$ cat config.mk
export PLATFORM = sky130hd
export DESIGN_NAME = tri_pixel_collector
export DESIGN_NICKNAME = d
export VERILOG_FILES = /design/src/rtl/tri_pixel_collector.sv
export SDC_FILE = /design/constraint.sdc
export NUM_CORES = 1
export LEC_CHECK = 0
export ABC_CLOCK_PERIOD_IN_PS = 3400
export BUFFER_PORTS_ARGS = -buffer_cell sky130_fd_sc_hd__buf_2
export CAP_MARGIN = 20
export CORE_MARGIN = 2
export CORE_UTILIZATION = 57
export DETAILED_ROUTE_END_ITERATION = 10
export PLACE_DENSITY = 0.77
export SETUP_SLACK_MARGIN = 0.1
export SLEW_MARGIN = 20
export SYNTH_ARGS = -nofsm -noshare
export SYNTH_HDL_FRONTEND = slang
export SYNTH_SLANG_ARGS = --single-unit
$ cat constraint.sdc
create_clock -name clk -period 3.4 [get_ports clk]
set_input_delay 0.68 -clock clk [delete_from_list [all_inputs] [get_ports clk]]
set_output_delay 0.68 -clock clk [all_outputs]
set_load 0.01 [all_outputs]
$ cat src/rtl/tri_pixel_collector.sv
// Collects the triangle rasteriser's pixel stream into a (1<<W)x(1<<W) bitmap,
// tracking pixel count, bounding box and duplicates; rows are readable once done.
module tri_pixel_collector #(
  parameter int unsigned W = 3
) (
  input  logic                 clk,
  input  logic                 reset,
  input  logic                 busy_in,
  input  logic                 po_in,
  input  logic [W-1:0]         xo_in,
  input  logic [W-1:0]         yo_in,
  input  logic                 clr,
  input  logic                 rd_req,
  input  logic [W-1:0]         rd_row,
  output logic                 rd_valid,
  output logic [(1<<W)-1:0]    rd_data,
  output logic                 done,
  output logic [2*W:0]         pix_cnt,
  output logic [W-1:0]         xmin,
  output logic [W-1:0]         xmax,
  output logic [W-1:0]         ymin,
  output logic [W-1:0]         ymax,
  output logic                 dup_err
);

  localparam int unsigned N = 1 << W;

  typedef enum logic [1:0] {IDLE, COLLECT, DONE} state_t;

  state_t          r_state;
  logic            r_busy_q;
  logic [N-1:0]    r_bitmap [N];
  logic [2*W:0]    r_pix_cnt;
  logic [W-1:0]    r_xmin, r_xmax, r_ymin, r_ymax;
  logic            r_dup_err;
  logic            r_done;
  logic            r_rd_valid;
  logic [N-1:0]    r_rd_data;

  logic            w_rise;
  logic            w_clear;
  logic            w_capture;
  logic            w_hit;

  always_comb begin
    w_rise    = busy_in & ~r_busy_q;
    w_clear   = ((r_state == IDLE) && clr) || ((r_state == DONE) && (w_rise || clr));
    w_capture = (r_state == COLLECT) && po_in;
    w_hit     = r_bitmap[yo_in][xo_in];
  end

  always_ff @(posedge clk) begin
    if (!reset) begin
      r_state    <= IDLE;
      r_busy_q   <= 1'b0;
      for (int unsigned i = 0; i < N; i++) r_bitmap[i] <= '0;
      r_pix_cnt  <= '0;
      r_xmin     <= '1;
      r_xmax     <= '0;
      r_ymin     <= '1;
      r_ymax     <= '0;
      r_dup_err  <= 1'b0;
      r_done     <= 1'b0;
      r_rd_valid <= 1'b0;
      r_rd_data  <= '0;
    end else begin
      r_busy_q   <= busy_in;
      r_rd_valid <= 1'b0;

      // Frame clear and pixel capture are mutually exclusive by state.
      if (w_clear) begin
        for (int unsigned i = 0; i < N; i++) r_bitmap[i] <= '0;
        r_pix_cnt <= '0;
        r_xmin    <= '1;
        r_xmax    <= '0;
        r_ymin    <= '1;
        r_ymax    <= '0;
        r_dup_err <= 1'b0;
      end else if (w_capture) begin
        if (w_hit) begin
          r_dup_err <= 1'b1;
        end else begin
          r_bitmap[yo_in][xo_in] <= 1'b1;
          // Max count is exactly 1<<(2W), so the MSB marks saturation.
          if (!r_pix_cnt[2*W]) r_pix_cnt <= r_pix_cnt + 1'b1;
          if (xo_in < r_xmin) r_xmin <= xo_in;
          if (xo_in > r_xmax) r_xmax <= xo_in;
          if (yo_in < r_ymin) r_ymin <= yo_in;
          if (yo_in > r_ymax) r_ymax <= yo_in;
        end
      end

      case (r_state)
        IDLE: begin
          if (w_rise) r_state <= COLLECT;
        end
        COLLECT: begin
          if (!busy_in) begin
            r_state <= DONE;
            r_done  <= 1'b1;
          end
        end
        DONE: begin
          if (w_rise) begin
            r_state <= COLLECT;
            r_done  <= 1'b0;
          end else if (clr) begin
            r_state <= IDLE;
            r_done  <= 1'b0;
          end else if (rd_req) begin
            r_rd_valid <= 1'b1;
            r_rd_data  <= r_bitmap[rd_row];
          end
        end
        default: begin
          r_state <= IDLE;
          r_done  <= 1'b0;
        end
      endcase
    end
  end

  assign rd_valid = r_rd_valid;
  assign rd_data  = r_rd_data;
  assign done     = r_done;
  assign pix_cnt  = r_pix_cnt;
  assign xmin     = r_xmin;
  assign xmax     = r_xmax;
  assign ymin     = r_ymin;
  assign ymax     = r_ymax;
  assign dup_err  = r_dup_err;

endmodule

==> impl_metrics.toml, run 1 <==
[worst_setup_path]
required_ps = 3670
cp_max_fo = 19
critical_path_class = "in2reg"
r2r_end = "xmax[1]"
r2r_setup_slack_ps = 1010
r2r_start = "r_state[0]"
end_kind = "flop"
start_kind = "primary input"
worstRegToRegCells = 5
cp.arrival_ps = 3180

[die]
die_w_um = 98.21
initial_core_util_pct = 58.29
rows = 34
dieArea_um2 = 9644
io_pins = 45
die_h_um = 98.21
coreArea_um2 = 8678

[sta]
fmax_mhz = 343.5
maxSlewViolCount = 0
maxSlewHeadroom_pct = 40.60
hold_viol = 0
min_period_ps = 2911
worstMarginPinSlew_ps = 887.1
period_share_pct = 85.62
whs_ps = 474.6
setup_tns_ps = 0
setup_viol = 0
rsz0062_at_grt = "false"
finClkSkew_ps = 5.548

[route]
vias_per_cell = 6.734
top_layer = "met4"
wl_met1_um = 5632
first_pass_iters = 6
drc = 0
vias = 4451
finalWirelength_um = 13450
routedWlPerCell_um = 20.34
wl_met2_um = 6156
met3_length_um = 1157
antenna_left = 0
drt_iter0_drc = 354

[clock_tree]
cts_setup_buffers = 0
cts_tree = "built"
hold_buffers = 0
clk_latency_ps = 370
cts_root_buf = "clkbuf_8"
path_clk_slew_ps = 100
cts_buffers = 9
cts_sinks = 97
cts_resized = 0
htreeDepth = 3
clock_path_buffers = 2

[yosys]
async_reset_ff_share_pct = 0
synth_edf_count = 0
ys_seq_area_share_pct = 38.39
syn_area_um2 = 5059
ys_types = 45
avgSynthCellArea_um2 = 9.691
syn-num-nets = 548
netlist_instances = 522
synth_ff_type = "dfxtp_1"
ys_warn_count = 0
synth-seq-cells = 97

[power_and_ir_drop]
finalPower_w = 0.002123
vdd_drop_max_mv = 0.2224
powerDensity_nw_per_um2 = 378.2
cellLeakagePower_nw = 2.225

[placement]
port_buffers = 44
gp_congestion = 0.8744
hpwlAfterDp_um = 9156

[grt]
grt_use_total_pct = 28.44
grt_pass1_wl_um = 21630
grt_pass1_vias = 4155
grt-ovfl-total = 0
grt_max_degree = 36
antenna_found_initial = 0

[run]
drv_cap = 0

[worst_hold_path]
min_from = "r_bitmap[5][2]"
hold_end = "r_bitmap[5][2]"
hp-class = "reg2reg"
worstHoldPathCells = 2

[finish]
nNetsFinal = 574
area_delta_synth_final_pct = 10.98
num-fill-cells = 698
layout.area.seq_um2 = 1942
multi_input_area_um2 = 2868
diodes = 0
drive_gt1_share_pct = 22.06

[status]
status = "finished, final reports clean"
[synth_stat cells, types with 3 or more instances]
library cell,number,area (um2)
a21oi_1,6,30.03
a22oi_1,4,30.03
a31oi_1,31,193.9
a41oi_1,33,289.0
and2_1,9,56.30
and3_1,5,31.28
and4b_1,3,30.03
buf_1,5,18.77
clkbuf_1,45,168.9
dfxtp_1,97,1942
ha_1,11,137.6
inv_1,15,56.30
mux2i_1,28,280.3
mux4_2,32,720.7
nand2_1,29,108.9
nand2b_1,7,43.79
nand4_1,6,37.54
nor2_1,79,296.5
nor2b_1,9,56.30
nor3_1,6,30.03
nor3b_1,6,45.04
nor4_1,6,37.54
nor4b_1,4,35.03
nor4bb_1,4,40.04
o211a_1,8,80.08
o21a_1,4,30.03
o21ai_0,3,15.01
[per-stage QoR]
| stage | utilization [%] | std cells | setup WS [ps] | area, um2 |
|---|---|---|---|---|
| floorplan | - | 522 | 342.2 | 5059 |
| global placement | 62.38 | 645 | 154.0 | 5414 |
| detailed placement | 62.38 | 645 | 119.3 | 5414 |
| CTS | 64.69 | 661 | 501.7 | 5614 |
| global route | 64.69 | 661 | 376.2 | 5614 |
| finish | 64.69 | 661 | 489.1 | 5614 |
[sequential cells by signal, indices dropped and copies added, names as in the netlist, 2 cells and up]
name and flops:
rd_data 8, r_state 2, ymin 3, r_bitmap 64
pix_cnt 7, xmax 3, xmin 3, ymax 3
[report_power, final]
part	switching, W	internal, W
Clock	0.000429	0.000347
Combinational	0.000131	0.0000696
Sequential	0.00000567	0.00114
Total	0.000566	0.00156
[cell families (layout without fill, tap and decap cells)]
kind of cell / Yosys count / in the layout / share of synthesized area (%)
DFF: 97 / 97 / 38.39
AOI/OAI and AO/OA: 99 / 99 / 14.89
and+or+nand+nor: 187 / 187 / 18.97
muxes: 60 / 60 / 19.79
adders and majority gates: 11 / 11 / 2.721
buffers and inverters: 68 / 99 / 5.244
[worst max path at each step]
stage                         from      end  slack [ps]  depth (start not counted)
after floorplan           yo_in[2]  xmax[0]         340                          8
after global placement    yo_in[0]  ymax[2]         150                          7
after detailed placement  yo_in[0]  xmax[1]         120                          7
after CTS                 yo_in[0]  xmax[1]         500                          7
after global routing      yo_in[0]  xmax[1]         380                          7
final                     yo_in[0]  xmax[1]         490                          7
[layout make-up]
type	count	share of cell area, %
timing repair buffer	68	7.355
sequential	97	34.59
inverter	15	1.003
multi-input combinational	357	51.08
clock inverter	7	1.359
tap	108	2.407
clock buffer	9	2.206
[metal layers]
layer  up-vias  global-route usage [%]
met5         -                       0
met4         0                   13.59
met2       219                   44.42
met3        52                   6.514
li1       2005                       -
met1      2175                   37.65
[placed cells by master, fill, tap and decap left out, types with 6 or more instances in the layout]
| master | count |
|---|---|
| nor3_1 | 6 |
| ha_1 | 11 |
| nand2_1 | 29 |
| dfxtp_1 | 97 |
| buf_4 | 23 |
| a21oi_1 | 6 |
| nand4_1 | 6 |
| mux2i_1 | 28 |
| nand2b_1 | 7 |
| clkbuf_8 | 9 |
| a31oi_1 | 31 |
| mux4_2 | 32 |
| buf_2 | 44 |
| nor2b_1 | 9 |
| a41oi_1 | 33 |
| nor4_1 | 6 |
| and2_1 | 9 |
| inv_1 | 15 |
| nor2_1 | 79 |
| o211a_1 | 8 |
[critical path: stages]
cell and delay, ps:
buf_2 470, mux4_2 590, a22oi_1 250, nand4_1 180
buf_4 210, or4_1 630, mux2i_1 160
(Power assumes the default switching activity.)
==> run 2, diff against run 1 <==
ABC_AREA = 1   (was unset)
GPL_TIMING_DRIVEN = 0   (was unset)
SKIP_CTS_REPAIR_TIMING = 1   (was unset)
==> run 2 against run 1 <==
- utilization increased by 0.56 points
- non-clock buffer count is 21 higher
- setup slack gained 160 ps
- clock-buffer cell count is 2 higher
- global-route usage grew 6.3 points
- combinational power is 100% higher
- flip-flop and latch count unchanged
- cell count grew 40%
- worst hold slack worse by 5.4 ps
- synthesized cell count grew 46%
- critical endpoint is now xmin[2]
- highest routed layer unchanged
==> impl_metrics.toml, run 2 <==
[finish]
nNetsFinal = 841
drive_gt1_share_pct = 11.36
largest_register_ffs = 64
area_delta_synth_final_pct = 10.23
largest-register = "r_bitmap"
layout_common_cells = "nand2_1 (143), inv_1 (100), o21ai_0 (98), dfxtp_1 (97), nand4_1 (65)"
diodes = 0
post-route-cell-area_um2 = 5718
final_common_cell = "nand2_1"

[yosys]
synth_common_cells = "nand2_1 (143), inv_1 (100), o21ai_0 (98)"
synth.most_common_cell = "nand2_1"
yosys-top-cells-area = "dfxtp_1 (37%), nand2_1 (10%), o21ai_0 (9.5%)"
syn_area_um2 = 5187
avgSynthCellArea_um2 = 6.790
syn-num-nets = 790
synth-seq-cells = 97
synth_edf_count = 0
synth_top_cell_area_share_pct = 37.43
yosysTopAreaCell = "dfxtp_1"
synth_ff_type = "dfxtp_1"
netlist_instances = 764
ys_types = 26
async_reset_ff_share_pct = 0
ys_warn_count = 0
ys_seq_area_share_pct = 37.43

[sta]
period_share_pct = 80.80
setup_viol = 0
whs_ps = 469.2
finClkSkew_ps = 11.95
setup_slack_ps = 652.8
setup_tns_ps = 0
worstMarginPinSlew_ps = 1111
maxSlewViolCount = 0
hold_viol = 0
maxSlewHeadroom_pct = 25.50
min_period_ps = 2747
fmax_mhz = 364.0
rsz0062_at_grt = "false"

[placement]
place_area_um2 = 5523
hpwlAfterDp_um = 12180
port_buffers = 40
preCtsSetupSlack_ps = 438.8
gp_congestion = 0.9683

[clock_tree]
path_clk_slew_ps = 100
clk_latency_ps = 370
cts_tree = "built"
clock_path_buffers = 2
cts_sinks = 97
htreeDepth = 3
cts_buffers = 9
cts_root_buf = "clkbuf_8"

[worst_setup_path]
r2r_start = "r_bitmap[6][1]"
startpoint = "xo_in[1]"
cp_max_fo = 10
critical_path_class = "in2reg"
end_kind = "flop"
required_ps = 3640
start_kind = "primary input"
cp.arrival_ps = 2990

[route]
met3_length_um = 2040
top_layer = "met4"
vias = 5636
antenna_left = 0
drt_iter0_drc = 660
drc = 0
wl_met1_um = 6888
first_pass_iters = 7
vias_per_cell = 6.080
routedWlPerCell_um = 18.59
wl_met2_um = 7509
finalWirelength_um = 17230

[power_and_ir_drop]
clkPwrFrac_pct = 33.0
p_int_w = 0.001620
powerDensity_nw_per_um2 = 411.5
seqPwrFrac_pct = 49.5
pwr-share-comb_pct = 17.5
vdd_drop_max_mv = 0.2218
swShare_pct = 31.16
cellLeakagePower_nw = 2.492
p_switching_w = 0.0007332

[die]
die_w_um = 99.40
rows = 34
coreArea_um2 = 8763
dieArea_um2 = 9880
initial_core_util_pct = 59.19
io_pins = 45
die_h_um = 99.40

[grt]
grt_pass1_vias = 5002
grt-ovfl-total = 0
grt_max_degree = 16
grt_use_total_pct = 34.75
antenna_found_initial = 0
grt_pass1_wl_um = 26500

[worst_hold_path]
min_from = "rd_data[7]"
hp-class = "reg2reg"

[status]
status = "finished, final reports clean"

[run]
drv_cap = 0
[run 2: cell types whose count changed after synthesis, sizes merged, moves of 36 or more]
cell   before  now
nor2       79   43
nand4       6   65
inv        15  104
a21oi       6   53
o21ai       4  110
nand3       1   62
nand2      29  143
[run 2: area by class of cell]
type                    count  area, um2
multi-input cells         514       2611
repair buffers             40      200.2
clock buffers              11      141.4
plain buffers              49      244.0
flip-flops and latches     97       1942
clock inverters             4      53.80
inverters                 104      390.4
well taps                 108      135.1
fillers                   821       3045
[run 2: cell families after synthesis]
kind of cell	count (synthesis)	share of synthesized area, %
AOI/OAI and AO/OA	177	17.70
DFF	97	37.43
buffers and inverters	153	12.23
xor gates and xnor gates	4	0.6755
adders and majority gates	11	2.653
and+or+nand+nor	322	29.31
[run 2: through the flow]
step                utilization, %  instances  power (W)
global route                 65.25        927   0.002436
finish                       65.25        927   0.002353
global placement             63.02        912   0.001576
floorplan                        -        764   0.001453
CTS                          65.25        927   0.002336
detailed placement           63.02        912   0.001585
[run 2: worst paths after layout]
kind	to	slack (ps)	cells after the start
max	xmin[2]	650	13
min	rd_data[7]	470	2
max reg2reg	r_bitmap[3][1]	1360	13
min reg2reg	rd_data[7]	470	2
[run 2: critical path, cell delays in order]
cell and delay [ps]:
buf_2 110, buf_2 200, inv_1 140, nor3_2 840, o21ai_1 150, nand2_1 160, nor2_2 60, nand2_1 120
nor2_4 80, buf_6 150, buf_6 140, nand3_1 80, nand3_1 80
[run 2: layer usage]
| layer | track usage (%) | vias up |
|---|---|---|
| met5 | 0 | - |
| met4 | 17.60 | 0 |
| met3 | 8.292 | 73 |
| met2 | 53.27 | 370 |
| met1 | 45.82 | 2522 |
| li1 | - | 2671 |
[run 2: power groups by stage]
stage                     sequential [W]  combinational [W]  clock (W)
after global routing             0.00117           0.000442   0.000828
after CTS                        0.00116           0.000396   0.000776
after floorplan                  0.00119           0.000259          0
final                            0.00116           0.000412   0.000777
after global placement           0.00119           0.000387          0
after detailed placement         0.00119           0.000395          0
